==> src/rtl/downsizing_n_if.sv <==
// Bundle of stream signals for the downsizing_n width converter.
// Wide input stream (in_*) and narrow output stream (out_*).
//   master : upstream producer / downstream consumer view (drives in_*, out_tready)
//   slave  : downsizer view (consumes in_*, drives in_tready and out_*)
interface downsizing_n_if #(
  parameter int W     = 32,
  parameter int RATIO = 4,
  parameter int CW    = $clog2(RATIO + 1)
);
  logic [W*RATIO-1:0] in_tdata;
  logic [CW-1:0]      in_tcount;
  logic               in_tlast;
  logic               in_tvalid;
  logic               in_tready;
  logic [W-1:0]       out_tdata;
  logic               out_tlast;
  logic               out_tvalid;
  logic               out_tready;

  modport master (
    output in_tdata, in_tcount, in_tlast, in_tvalid, out_tready,
    input  in_tready, out_tdata, out_tlast, out_tvalid
  );

  modport slave (
    input  in_tdata, in_tcount, in_tlast, in_tvalid, out_tready,
    output in_tready, out_tdata, out_tlast, out_tvalid
  );
endinterface

==> src/rtl/downsizing_n.sv <==
// Parametrised AXI-Stream width downsizer: one W*RATIO-bit input beat is split
// into up to RATIO W-bit output words, with partial beats (in_tcount), tlast
// propagation and zero-bubble back-to-back operation.
// Ports:
//   aclk    : clock, rising edge
//   areset  : synchronous reset, active-high
//   bus     : downsizing_n_if.slave (in_tdata/in_tcount/in_tlast/in_tvalid/in_tready,
//             out_tdata/out_tlast/out_tvalid/out_tready)
module downsizing_n #(
  parameter int W         = 32,
  parameter int RATIO     = 4,
  parameter int MSB_FIRST = 1
) (
  input  logic            aclk,
  input  logic            areset,
  downsizing_n_if.slave   bus
);
  localparam int CW = $clog2(RATIO + 1);
  localparam int IW = $clog2(RATIO);

  typedef enum logic {
    ST_EMPTY = 1'b0,
    ST_BUSY  = 1'b1
  } state_t;

  state_t             r_state;
  state_t             w_state_nxt;
  logic [W*RATIO-1:0] r_buf;
  logic [W*RATIO-1:0] w_buf_nxt;
  logic [CW-1:0]      r_cnt;
  logic [CW-1:0]      w_cnt_nxt;
  logic [CW-1:0]      w_cnt_in;
  logic               r_last;
  logic               w_last_nxt;
  logic [IW-1:0]      r_idx;
  logic [IW-1:0]      w_idx_nxt;
  logic [IW-1:0]      w_pos;
  logic               w_full;
  logic               w_at_end;
  logic               w_in_ready;
  logic               w_load;

  assign w_full = (r_state == ST_BUSY);

  // Effective word count of the incoming beat: 0 or out-of-range means a full beat
  always_comb begin
    w_cnt_in = CW'(RATIO);
    if ((bus.in_tcount == {CW{1'b0}}) || (bus.in_tcount > CW'(RATIO))) begin
      w_cnt_in = CW'(RATIO);
    end else begin
      w_cnt_in = bus.in_tcount;
    end
  end

  // The word on the output is the last valid word of the held beat
  assign w_at_end   = (CW'(r_idx) == (r_cnt - CW'(1)));
  // Ready when empty, or when the final word leaves this cycle (no bubble)
  assign w_in_ready = ~w_full | (bus.out_tready & w_at_end);
  assign w_load     = bus.in_tvalid & w_in_ready;

  // Next-state logic of the EMPTY/BUSY controller
  always_comb begin
    w_state_nxt = r_state;
    case (r_state)
      ST_EMPTY: begin
        if (bus.in_tvalid) begin
          w_state_nxt = ST_BUSY;
        end else begin
          w_state_nxt = ST_EMPTY;
        end
      end
      ST_BUSY: begin
        if (bus.out_tready & w_at_end & ~bus.in_tvalid) begin
          w_state_nxt = ST_EMPTY;
        end else begin
          w_state_nxt = ST_BUSY;
        end
      end
      default: w_state_nxt = ST_EMPTY;
    endcase
  end

  // Datapath next values: capture a beat, advance the word index, or hold (stall)
  always_comb begin
    w_buf_nxt  = r_buf;
    w_cnt_nxt  = r_cnt;
    w_last_nxt = r_last;
    w_idx_nxt  = r_idx;
    if (w_load) begin
      w_buf_nxt  = bus.in_tdata;
      w_cnt_nxt  = w_cnt_in;
      w_last_nxt = bus.in_tlast;
      w_idx_nxt  = {IW{1'b0}};
    end else if (w_full & bus.out_tready & ~w_at_end) begin
      w_idx_nxt  = r_idx + IW'(1);
    end else begin
      w_idx_nxt  = r_idx;
    end
  end

  // State and datapath registers; reset drops any partially emitted beat
  always_ff @(posedge aclk) begin
    if (areset) begin
      r_state <= ST_EMPTY;
      r_buf   <= {(W*RATIO){1'b0}};
      r_cnt   <= CW'(RATIO);
      r_last  <= 1'b0;
      r_idx   <= {IW{1'b0}};
    end else begin
      r_state <= w_state_nxt;
      r_buf   <= w_buf_nxt;
      r_cnt   <= w_cnt_nxt;
      r_last  <= w_last_nxt;
      r_idx   <= w_idx_nxt;
    end
  end

  // Word slot inside the buffer: index counts from the top when MSB_FIRST
  assign w_pos = (MSB_FIRST != 0) ? (IW'(RATIO - 1) - r_idx) : r_idx;

  assign bus.out_tdata  = r_buf[int'(w_pos)*W +: W];
  assign bus.out_tvalid = w_full;
  assign bus.out_tlast  = w_full & r_last & w_at_end;
  assign bus.in_tready  = w_in_ready;
endmodule

==> src/flat_wrapper.sv <==
// flat-port wrapper written by rule: the top's interface ports become plain ports
module downsizing_n_flat 
#(
  parameter int W         = 32,
  parameter int RATIO     = 4,
  parameter int MSB_FIRST = 1
)
  (aclk, areset, bus_in_tdata, bus_in_tcount, bus_in_tlast, bus_in_tvalid, bus_out_tready, bus_in_tready, bus_out_tdata, bus_out_tlast, bus_out_tvalid);
  downsizing_n_if #(.W(W), .RATIO(RATIO)) bus_i ();
  input  logic aclk;
  input  logic areset;
  input wire logic [$bits(bus_i.in_tdata)-1:0] bus_in_tdata;
  input wire logic [$bits(bus_i.in_tcount)-1:0] bus_in_tcount;
  input wire logic [$bits(bus_i.in_tlast)-1:0] bus_in_tlast;
  input wire logic [$bits(bus_i.in_tvalid)-1:0] bus_in_tvalid;
  input wire logic [$bits(bus_i.out_tready)-1:0] bus_out_tready;
  output wire logic [$bits(bus_i.in_tready)-1:0] bus_in_tready;
  output wire logic [$bits(bus_i.out_tdata)-1:0] bus_out_tdata;
  output wire logic [$bits(bus_i.out_tlast)-1:0] bus_out_tlast;
  output wire logic [$bits(bus_i.out_tvalid)-1:0] bus_out_tvalid;
  assign bus_i.in_tdata = bus_in_tdata;
  assign bus_i.in_tcount = bus_in_tcount;
  assign bus_i.in_tlast = bus_in_tlast;
  assign bus_i.in_tvalid = bus_in_tvalid;
  assign bus_i.out_tready = bus_out_tready;
  assign bus_in_tready = bus_i.in_tready;
  assign bus_out_tdata = bus_i.out_tdata;
  assign bus_out_tlast = bus_i.out_tlast;
  assign bus_out_tvalid = bus_i.out_tvalid;
  downsizing_n #(.W(W), .RATIO(RATIO), .MSB_FIRST(MSB_FIRST)) u_core (.aclk(aclk), .areset(areset), .bus(bus_i));
endmodule
==> config.mk <==
export PLATFORM = sky130hd
export DESIGN_NAME = downsizing_n_flat
export DESIGN_NICKNAME = d
export VERILOG_FILES = /design/src/rtl/downsizing_n_if.sv /design/src/rtl/downsizing_n.sv /design/src/flat_wrapper.sv
export SDC_FILE = /design/constraint.sdc
export NUM_CORES = 1
export LEC_CHECK = 0
export ABC_CLOCK_PERIOD_IN_PS = 2850
export BUFFER_PORTS_ARGS = -buffer_cell sky130_fd_sc_hd__clkbuf_2
export CORE_AREA = 3 3 111 113
export CTS_BUF_LIST = sky130_fd_sc_hd__clkbuf_2
export CTS_CLUSTER_DIAMETER = 150
export CTS_CLUSTER_SIZE = 10
export DETAILED_ROUTE_END_ITERATION = 10
export DIE_AREA = 0 0 114 116
export PLACE_DENSITY_LB_ADDON = 0.12
export SYNTH_ARGS = -nofsm -noshare
export SYNTH_HDL_FRONTEND = slang
export SYNTH_SLANG_ARGS = --single-unit
==> constraint.sdc <==
create_clock -name aclk -period 2.85 [get_ports aclk]
set_input_delay 0.7125 -clock aclk [delete_from_list [all_inputs] [get_ports aclk]]
set_output_delay 0.7125 -clock aclk [all_outputs]
set_load 0.02 [all_outputs]
# After elaboration in Yosys (flattened, before gate mapping)
# Index checks and enable logic that the tools add are counted.
op_classes:
  add_sub_neg: 3
  magnitude_cmp: 1
  eq_ne: 1
  n_shift: 1
  n_mux: 4
  n_bitwise: 11
  n_reduce_logical: 3
op_table:
  columns: ["cell", "n"]
  rows:
  - ["128-bit by 8-bit variable part select with 32-bit output", 1]
  - ["1-bit bitwise AND", 7]
  - ["2-bit by 3-bit equality test with 1-bit output", 1]
  - ["3-bit > comparator (second input constant)", 1]
  - ["3-bit logical NOT", 1]
  - ["3-bit two-way mux", 1]
  - ["1-bit inverter", 3]
  - ["3-bit by 1-bit subtractor with 3-bit output (second input constant)", 1]
  - ["2-bit by 1-bit adder with 2-bit output (second input constant)", 1]
  - ["1-bit two-way mux", 2]
  - ["1-bit one-hot mux with 2 select lines", 1]
  - ["2-bit OR reduction", 1]
  - ["2-bit subtractor (first input constant)", 1]
  - ["1-bit logical OR", 1]
  - ["1-bit OR", 1]
word_totals:
  ff_bits: 135
  inputBits: 136
  out_inout_bits: 35
  wordCells: 29

# Depth between registers and ports, before layout
# Gate-level depths: netlist of run 1.
logic_depth:
  ltp_word: 6
  ltp_mapped: 8

# Worst setup path before layout of run 1
# No wires, ideal clock.
synth_timing:
  kind: "reg2out"
  startpoint: "register u_core.r_cnt[0]"
  endpoint: "output port bus_in_tready"
  arrival_ns: 1.791
  required_ns: 2.138
  setup_slack_ns: 0.346
  path_stages_with_launch: 5
  path_buffers: 0
  path_cell_list: "dfxtp_1 -> inv_1 -> ha_1 -> xnor2_1 -> o41ai_1"
synth_between:
  elab_chain_len: 4
synth_rtl:
  columns: ["item", "line_no", "text"]
  rows:
  - ["start, declared", "downsizing_n.sv:30", "logic [CW-1:0] r_cnt;"]
  - ["start signal, assigned", "downsizing_n.sv:106", "r_cnt <= CW'(RATIO);"]
  - ["start signal, assigned", "downsizing_n.sv:112", "r_cnt <= w_cnt_nxt;"]
  - ["3-bit by 1-bit subtractor with 3-bit output", "downsizing_n.sv:56", "assign w_at_end = (CW'(r_idx) == (r_cnt - CW'(1)));"]
  - ["2-bit by 3-bit equality test with 1-bit output", "downsizing_n.sv:56", null]
  - ["1-bit bitwise AND", "downsizing_n.sv:58", "assign w_in_ready = ~w_full | (bus.out_tready & w_at_end);"]
  - ["1-bit OR", "downsizing_n.sv:58", null]
  - ["end, declared", "flat_wrapper.sv:17", "output wire logic [$bits(bus_i.in_tready)-1:0] bus_in_tready;"]
# Every way passes these cells.

# Worst setup path after layout of run 1
layout_timing:
  startpoint: "register u_core.r_cnt[1]"
  endpoint: "output port bus_out_tlast"
layout_between:
  elab_chain_len: 3
layout_rtl:
  columns: ["item", "line_no", "text"]
  rows:
  - ["3-bit by 1-bit subtractor with 3-bit output", "downsizing_n.sv:56", null]
  - ["2-bit by 3-bit equality test with 1-bit output", "downsizing_n.sv:56", null]
  - ["1-bit bitwise AND", "downsizing_n.sv:123", "assign bus.out_tlast = w_full & r_last & w_at_end;"]
  - ["end, declared", "flat_wrapper.sv:19", "output wire logic [$bits(bus_i.out_tlast)-1:0] bus_out_tlast;"]
# Every way passes these cells.

==> results.md, run 1 <==
* Largest net degree at the start of global routing at 81
* Share of cells above drive strength 1 at 32.40%
* Top FF cell, synth: dfxtp_1
* Core Footprint at 11,420 um2
* Max-slew headroom at 58.82%
* IO Count at 171
* Clock tree buffer depth at 2
* Top-area cell type share of the netlist area at 43.01%
* Chip height at 116 um
* CP arrival at 2.14 ns
* Syn Nets at 785
* Yosys reg bits at 135
* Cts hold-fix bufs at 0
* Required time of the critical path at 2.14 ns
* TritonCTS Buffers at 17
* Clock Power Share at 25.7%
* Antenna diode count at 0
* Final nets at 943
* Area grow syn2layout at 24.65%
* Synth cell types at 32
* FF-to-FF path depth at 7
* Synth cell count leaders: nand2_1, dfxtp_1, mux2i_1
* Clock root cell: clkbuf_2
* Initial Util at 55.03%
* Number of global-route vias before repair at 4,913
* Dpl hpwl at 9748 um
* Antenna-violating nets left at 0
* Die Span X at 114 um
* CTS clk-pin slew, worst paths at 0.19 ns
* EDFF count, synth at 0
* Worst R2R End: u_core.r_buf[24]$_SDFFE_PP0P_
* Gr usage total at 22.13%
* Period utilisation layout at 100.1%
* Total detailed-routing wirelength at 14,750 um
* Setup crit end kind: primary output
* Final core utilization at 68.60%
* Critical path launch point: u_core.r_cnt[1]$_SDFFE_PP0P_
* Worst R2R Start: u_core.r_cnt[1]$_SDFFE_PP0P_
* Seq pwr share at 55.4%
* Setup WS post-layout at -0.001676 ns
* Fillcell total at 951
* Setup TNS Final at -0.001676 ns
* Starting DRT DRC Count at 329
* Async SR Flop Fraction at 0%
* Gr ovfl total at 0
* Failing checks: setup timing
* CP max FO at 4
* Crit Path Class: reg2out
* Sw Pwr at 1.086 mW
* Seq/Total Area, Yosys at 43.01%
* Fmax at 0.3507 GHz
* Max-cap violations at 0
* Post-Syn Area at 6284 um2
* Worst-margin pin slew at 0.6177 ns
* Gpl congestion at 0.7622
* PD cells at 478.4 nW/um2
* Crit start category: flip-flop
* Row count at 39
* Setup WS pre-CTS at 0.4618 ns
* Min-Delay Path Class: in2reg
* Routed wire per std cell at 15.35 um
* Reg2Reg Setup Slack at 0.59 ns
* Final setup viols at 1
* Outcome: finished, violations left
* Pint at 2.661 mW
* LEAKAGE at 3.483 nW
* Clk_lat worst skew at 0.69 ns
* Area contributors post-synth: dfxtp_1, mux2i_1, nand2_1
* DRC at 0
* Design Area, Final at 7833 um2
* Syn Area/Cell at 9.712 um2
* IO buf count at 170
* Sequential cell area at 2713 um2
* TritonCTS clock tree: done
* Crit path max-delay cell type: dfxtp_2
* Maximum VDD drop at 0.2926 mV
* Worst path cell trace: inv_2 > ha_4 > xnor2_4 > or3_4 > nor2_4 > buf_6
* Global-route wire length before repair at 23,200 um
* RSZ-0062 raised after global routing: yes
* Hold Vio Cnt, Final at 0
* YS warnings at 0
* Synth Instances at 647
* End of the critical path: bus_out_tlast
* Leading area contributor after synthesis: dfxtp_1
* Skew final at 0.01157 ns
* Full die area at 13,220 um2
* Via Count at 5,006
* Tmin final at 2.852 ns
* Sw frac at 28.98%
* Combinational share of power at 18.8%
* Initial antenna violation count at 0
* Via density at 5.209
* Max H-tree Level at 4
* Count leader, synth: nand2_1
* Clk sink count at 135
* 1st-pass router iterations at 4
* Area of the multi-input gates at 3317 um2
* Cell Area, Placed at 7208 um2
* Slowest stage delay, CP at 0.38 ns
* Slew Viols, Final at 0
## critical path, delay by kind of cell, from the launching register on
family	cells	cell delay (ns)
AND/OR/NAND/NOR	2	0.47
buffers and inverters	2	0.17
flip-flops	1	0.38
adder cells (fa/ha/maj)	1	0.25
XOR/XNOR	1	0.17
## state kept, by name, summed over array words and instances (netlist names)
| register | count |
|---|---|
| u_core.bus.out_tvalid | 1 |
| u_core.r_buf | 128 |
| u_core.r_cnt | 3 |
| u_core.r_idx | 2 |
| u_core.r_last | 1 |
## worst min-delay path by stage
stage                     slack (ns)  cells after the start                          start                       endpoint
after detailed placement        0.45                      2  u_core.r_buf[55]$_SDFFE_PP0P_  u_core.r_buf[55]$_SDFFE_PP0P_
after floorplan                 0.43                      2  u_core.r_buf[64]$_SDFFE_PP0P_  u_core.r_buf[64]$_SDFFE_PP0P_
after CTS                       0.14                      3               bus_in_tdata[52]  u_core.r_buf[52]$_SDFFE_PP0P_
final                           0.21                      3               bus_in_tdata[52]  u_core.r_buf[52]$_SDFFE_PP0P_
after global placement          0.44                      2  u_core.r_buf[41]$_SDFFE_PP0P_  u_core.r_buf[41]$_SDFFE_PP0P_
after global routing            0.09                      3               bus_in_tdata[86]  u_core.r_buf[86]$_SDFFE_PP0P_
## power by group through the flow
| stage | clock network (mW) | registers (mW) | logic (mW) |
|---|---|---|---|
| 3_5_place_dp | 0 | 2.12 | 0.637 |
| 2_1_floorplan | 0 | 2.10 | 0.444 |
| 6_report | 0.964 | 2.08 | 0.706 |
| 3_3_place_gp | 0 | 2.11 | 0.620 |
| 5_1_grt | 1.09 | 2.09 | 0.769 |
| 4_1_cts | 0.995 | 2.08 | 0.657 |
## cell usage in the layout (no fill, tap or decap), types with 2 or more instances in the layout
| cell | Yosys | layout |
|---|---|---|
| nand2b_1 | 2 | 2 |
| buf_4 | 8 | 6 |
| mux4_2 | 32 | 32 |
| buf_12 | 0 | 11 |
| dfxtp_1 | 135 | 131 |
| clkinv_1 | 0 | 5 |
| dfxtp_2 | 0 | 2 |
| clkinv_2 | 0 | 7 |
| inv_2 | 0 | 2 |
| clkbuf_2 | 0 | 154 |
| nand2_1 | 263 | 263 |
| mux2i_1 | 132 | 132 |
| inv_1 | 7 | 4 |
| dfxtp_4 | 0 | 2 |
| buf_6 | 0 | 33 |
| clkbuf_16 | 0 | 3 |
## layout make-up
class	count	area share (%)
Multi-Input combinational cell	453	42.35
Clock buffer	18	1.150
Clock inverter	14	1.166
Timing Repair Buffer	191	18.02
Inverter	7	0.3994
Tap cell	143	2.284
Sequential cell	135	34.63
## what timing repair did
action / 4_1_cts / 5_1_grt
setup buffers: 3 / 3
cloned: 0 / 4
setup endpoints to repair: 34 / 34
pin swaps: 4 / 1
gates resized for setup: 16 / 107
## logic make-up (layout without fill, tap and decap cells)
family,Yosys count,in the layout,synth area share [%]
AO/OA/AOI/OAI,9,9,1.255
XOR/XNOR,3,3,0.4182
adder cells (fa/ha/maj),2,2,0.3982
buffers and inverters,59,230,5.496
flip-flops,135,135,43.01
multiplexers,164,164,32.50
AND/OR/NAND/NOR,275,275,16.93
## routing by layer
metal / track usage, % / vias to the layer above / part of all wire [%]
met1: 28.01 / 2354 / 44
li1: - / 2492 / -
met2: 35.32 / 150 / 48
met5: 0 / - / 0
met4: 6.572 / 0 / 0.87
met3: 8.616 / 10 / 7.3
## per-stage QoR
stage / instances / hold slack, ns / power (mW)
6_report: 961 / 0.2125 / 3.747
5_1_grt: 961 / 0.08681 / 3.954
4_1_cts: 954 / 0.1437 / 3.728
3_5_place_dp: 919 / 0.4466 / 2.753
3_3_place_gp: 919 / 0.4383 / 2.727
2_1_floorplan: 647 / 0.4315 / 2.540
Note: power is estimated with default switching activity, not from simulation.
==> run 2: changes to the inputs <==
--- a/config.mk
+++ b/config.mk
@@ -5,15 +5,17 @@
 export SDC_FILE = /design/constraint.sdc
 export NUM_CORES = 1
 export LEC_CHECK = 0
+export ABC_AREA = 1
 export ABC_CLOCK_PERIOD_IN_PS = 2850
 export BUFFER_PORTS_ARGS = -buffer_cell sky130_fd_sc_hd__clkbuf_2
-export CORE_AREA = 3 3 111 113
+export CORE_AREA = 3 3 119 121
 export CTS_BUF_LIST = sky130_fd_sc_hd__clkbuf_2
 export CTS_CLUSTER_DIAMETER = 150
 export CTS_CLUSTER_SIZE = 10
 export DETAILED_ROUTE_END_ITERATION = 10
-export DIE_AREA = 0 0 114 116
+export DIE_AREA = 0 0 122 124
 export PLACE_DENSITY_LB_ADDON = 0.12
+export RECOVER_POWER = 100
 export SYNTH_ARGS = -nofsm -noshare
 export SYNTH_HDL_FRONTEND = slang
 export SYNTH_SLANG_ARGS = --single-unit
==> run 2 against run 1 <==
The run now ends clean. Area after synthesis up 15%. Via count up 49%. Combinational power rose by 42%. Worst setup slack improved by 0.13 ns. Cell count increased by 45%. Sequential share of layout area is 2.2 points lower. Fmax grew 4.8%. Final area up 6.4%. First-iteration DRC count up 140%. Critical path depth decreased by 1.
==> results.md, run 2 <==
* Outcome: completed
* Via Count at 7,478
* Commonest non-fill, non-tap cell in the layout: nor2_1
* CTS clk-pin slew, worst paths at 0.18 ns
* Synth cell count leaders: nor2_1, nand2_1, inv_1
* Full die area at 15,130 um2
* Total detailed-routing wirelength at 19,860 um
* IO buf count at 170
* Async SR Flop Fraction at 0%
* Clock tree buffer depth at 2
* Clock root cell: clkbuf_2
* Yosys reg bits at 135
* RSZ-0062 raised after global routing: no
* Routed wire per std cell at 14.28 um
* Max FFs per register at 128
* Max H-tree Level at 4
* FF-to-FF path depth at 10
* DRC at 0
* Seq pwr share at 50.7%
* Count leader, synth: nor2_1
* Fmax at 0.3674 GHz
* Maximum VDD drop at 0.3807 mV
* Area contributors post-synth: dfxtp_1, nand4_1, nor2_1
* Worst R2R Start: u_core.r_idx[1]$_SDFFE_PP0P_
* Critical path launch point: u_core.r_idx[0]$_SDFFE_PP0P_
* Max-cap violations at 0
* Syn Nets at 1,238
* Most frequent cells in the layout: nor2_1, clkbuf_2, nand2_1
* Clk_lat worst skew at 0.70 ns
* TritonCTS clock tree: done
* Crit start category: flip-flop
* Pint at 2.830 mW
* Hold Crit Start: areset
* Gpl congestion at 0.8518
* Largest net degree at the start of global routing at 135
* Tmin final at 2.722 ns
* Starting DRT DRC Count at 799
* PD cells at 507.8 nW/um2
* Hold Path End: u_core.bus.out_tvalid$_SDFF_PP0_
* Crit Path Class: reg2out
* 1st-pass router iterations at 6
* TritonCTS Buffers at 17
* Final setup viols at 0
* Required time of the critical path at 2.14 ns
* Syn Area/Cell at 6.590 um2
* Top FF cell, synth: dfxtp_1
* Worst R2R End: u_core.r_buf[47]$_SDFFE_PP0P_
* Top-area cell type share of the netlist area at 37.28%
* CP max FO at 29
* Setup TNS Final at 0 ns
* Row count at 42
* Seq/Total Area, Yosys at 37.28%
* Initial Util at 54.96%
* Leading area contributor after synthesis: dfxtp_1
* Hold Slack at 0.2207 ns
* Largest regs: u_core.r_buf x128, u_core.r_cnt x3, u_core.r_idx x2
* CP arrival at 2.01 ns
* Chip height at 124 um
* Antenna-violating nets left at 0
* Setup crit end kind: primary output
* Antenna diode count at 0
* Gr usage total at 25.59%
* Period utilisation layout at 95.49%
* Reg with most FFs: u_core.r_buf
* LEAKAGE at 4.287 nW
* Core Footprint at 13,190 um2
* Dpl hpwl at 12,720 um
* Sw frac at 33.10%
* Skew final at 0.02470 ns
* Clk sink count at 135
* Sw Pwr at 1.400 mW
* Initial antenna violation count at 0
* Synth cell types at 27
* Min-Delay Path Class: in2reg
* Synth Instances at 1,100
* Global-route wire length before repair at 31,370 um
* Hold Vio Cnt, Final at 0
* Number of global-route vias before repair at 6,244
* Reg2Reg Setup Slack at 0.39 ns
* IO Count at 171
* Max-slew headroom at 31.32%
* Combinational share of power at 23.7%
* Hold depth at 2
* Gr ovfl total at 0
* EDFF count, synth at 0
* Slew Viols, Final at 0
* Setup WS post-layout at 0.1285 ns
* Area grow syn2layout at 14.91%
* Worst-margin pin slew at 1.030 ns
* Die Span X at 122 um
* Final nets at 1,340
* Setup WS pre-CTS at 0.7141 ns
* Share of cells above drive strength 1 at 19.42%
* YS warnings at 0
* Clock Power Share at 25.6%
* Post-Syn Area at 7249 um2
* Via density at 5.376
-- run 2: cell types whose count changed after synthesis, moves of 118 or more --
cell     before  now
a21oi_1       1  123
inv_1         7  138
mux2i_1     132    0
nand2_1     263  145
nand4_1       0  131
nor2_1        2  198
-- run 2: logic make-up (layout without fill, tap and decap cells) --
| group | count (synthesis) | count (layout) | share of synthesized area, % |
|---|---|---|---|
| compound gates | 229 | 229 | 16.83 |
| simple gates | 483 | 483 | 30.05 |
| flops | 135 | 135 | 37.28 |
| xor+xnor | 3 | 3 | 0.3625 |
| fa+ha+maj | 2 | 2 | 0.3451 |
| buf+inv | 248 | 363 | 15.14 |
-- run 2: per-stage QoR --
step	total power, mW	area [um2]	utilization (%)	std cells
4_1_cts	4.228	8267	62.67	1388
2_1_floorplan	2.874	7249	-	1100
3_5_place_dp	3.166	8045	60.99	1356
6_report	4.230	8330	63.16	1391
5_1_grt	4.471	8330	63.16	1391
3_3_place_gp	3.152	8045	60.99	1356
-- run 2: area by class of cell --
class,count,area [um2]
Clock buffer,20,100.1
Clock inverter,12,110.1
Fill cell,1328,4860
Inverter,141,546.8
Multi-Input combinational cell,717,3486
Sequential cell,135,2705
Tap cell,176,220.2
Timing Repair Buffer,190,1162
-- run 2: power groups by stage --
| stage | Combinational, mW | Sequential (mW) | Clock [mW] |
|---|---|---|---|
| finish | 1.00 | 2.14 | 1.08 |
| global route | 1.13 | 2.16 | 1.18 |
| CTS | 0.989 | 2.14 | 1.10 |
| detailed placement | 0.987 | 2.18 | 0 |
| global placement | 0.976 | 2.18 | 0 |
| floorplan | 0.722 | 2.15 | 0 |
-- run 2: what timing repair did --
item / 4_1_cts / 5_1_grt
pin swaps: 0 / 3
hold buffers: 0 / 0
gates resized for setup: 5 / 16
endpoints found under the setup margin: 7 / 9
gates cloned: 0 / 1
setup buffers: 0 / 2
-- run 2: worst max-delay path by stage --
| stage | to | slack (ns) | cells after the start |
|---|---|---|---|
| 6_report | bus_out_tdata[19] | 0.13 | 5 |
| 5_1_grt | bus_out_tlast | 0.003 | 8 |
| 4_1_cts | bus_out_tlast | 0.02 | 8 |
| 3_5_place_dp | bus_out_tlast | 0.71 | 7 |
| 3_3_place_gp | bus_out_tlast | 0.74 | 7 |
| 2_1_floorplan | bus_out_tdata[10] | 0.79 | 4 |
-- run 2: metal layers --
layer / GRT usage, % / part of all wire, % / wire (um)
met1: 39.20 / 48 / 9554
met2: 37.09 / 44 / 8707
met3: 4.950 / 7.5 / 1486
met4: 5.672 / 0.57 / 114
met5: 0 / 0 / 0
-- run 2: worst max-delay path, stage by stage, from the launching register on --
cell      delay [ns]
dfxtp_2         0.47
inv_8           0.09
buf_12          0.17
o21ai_0         0.28
o22ai_1         0.14
clkbuf_2        0.18
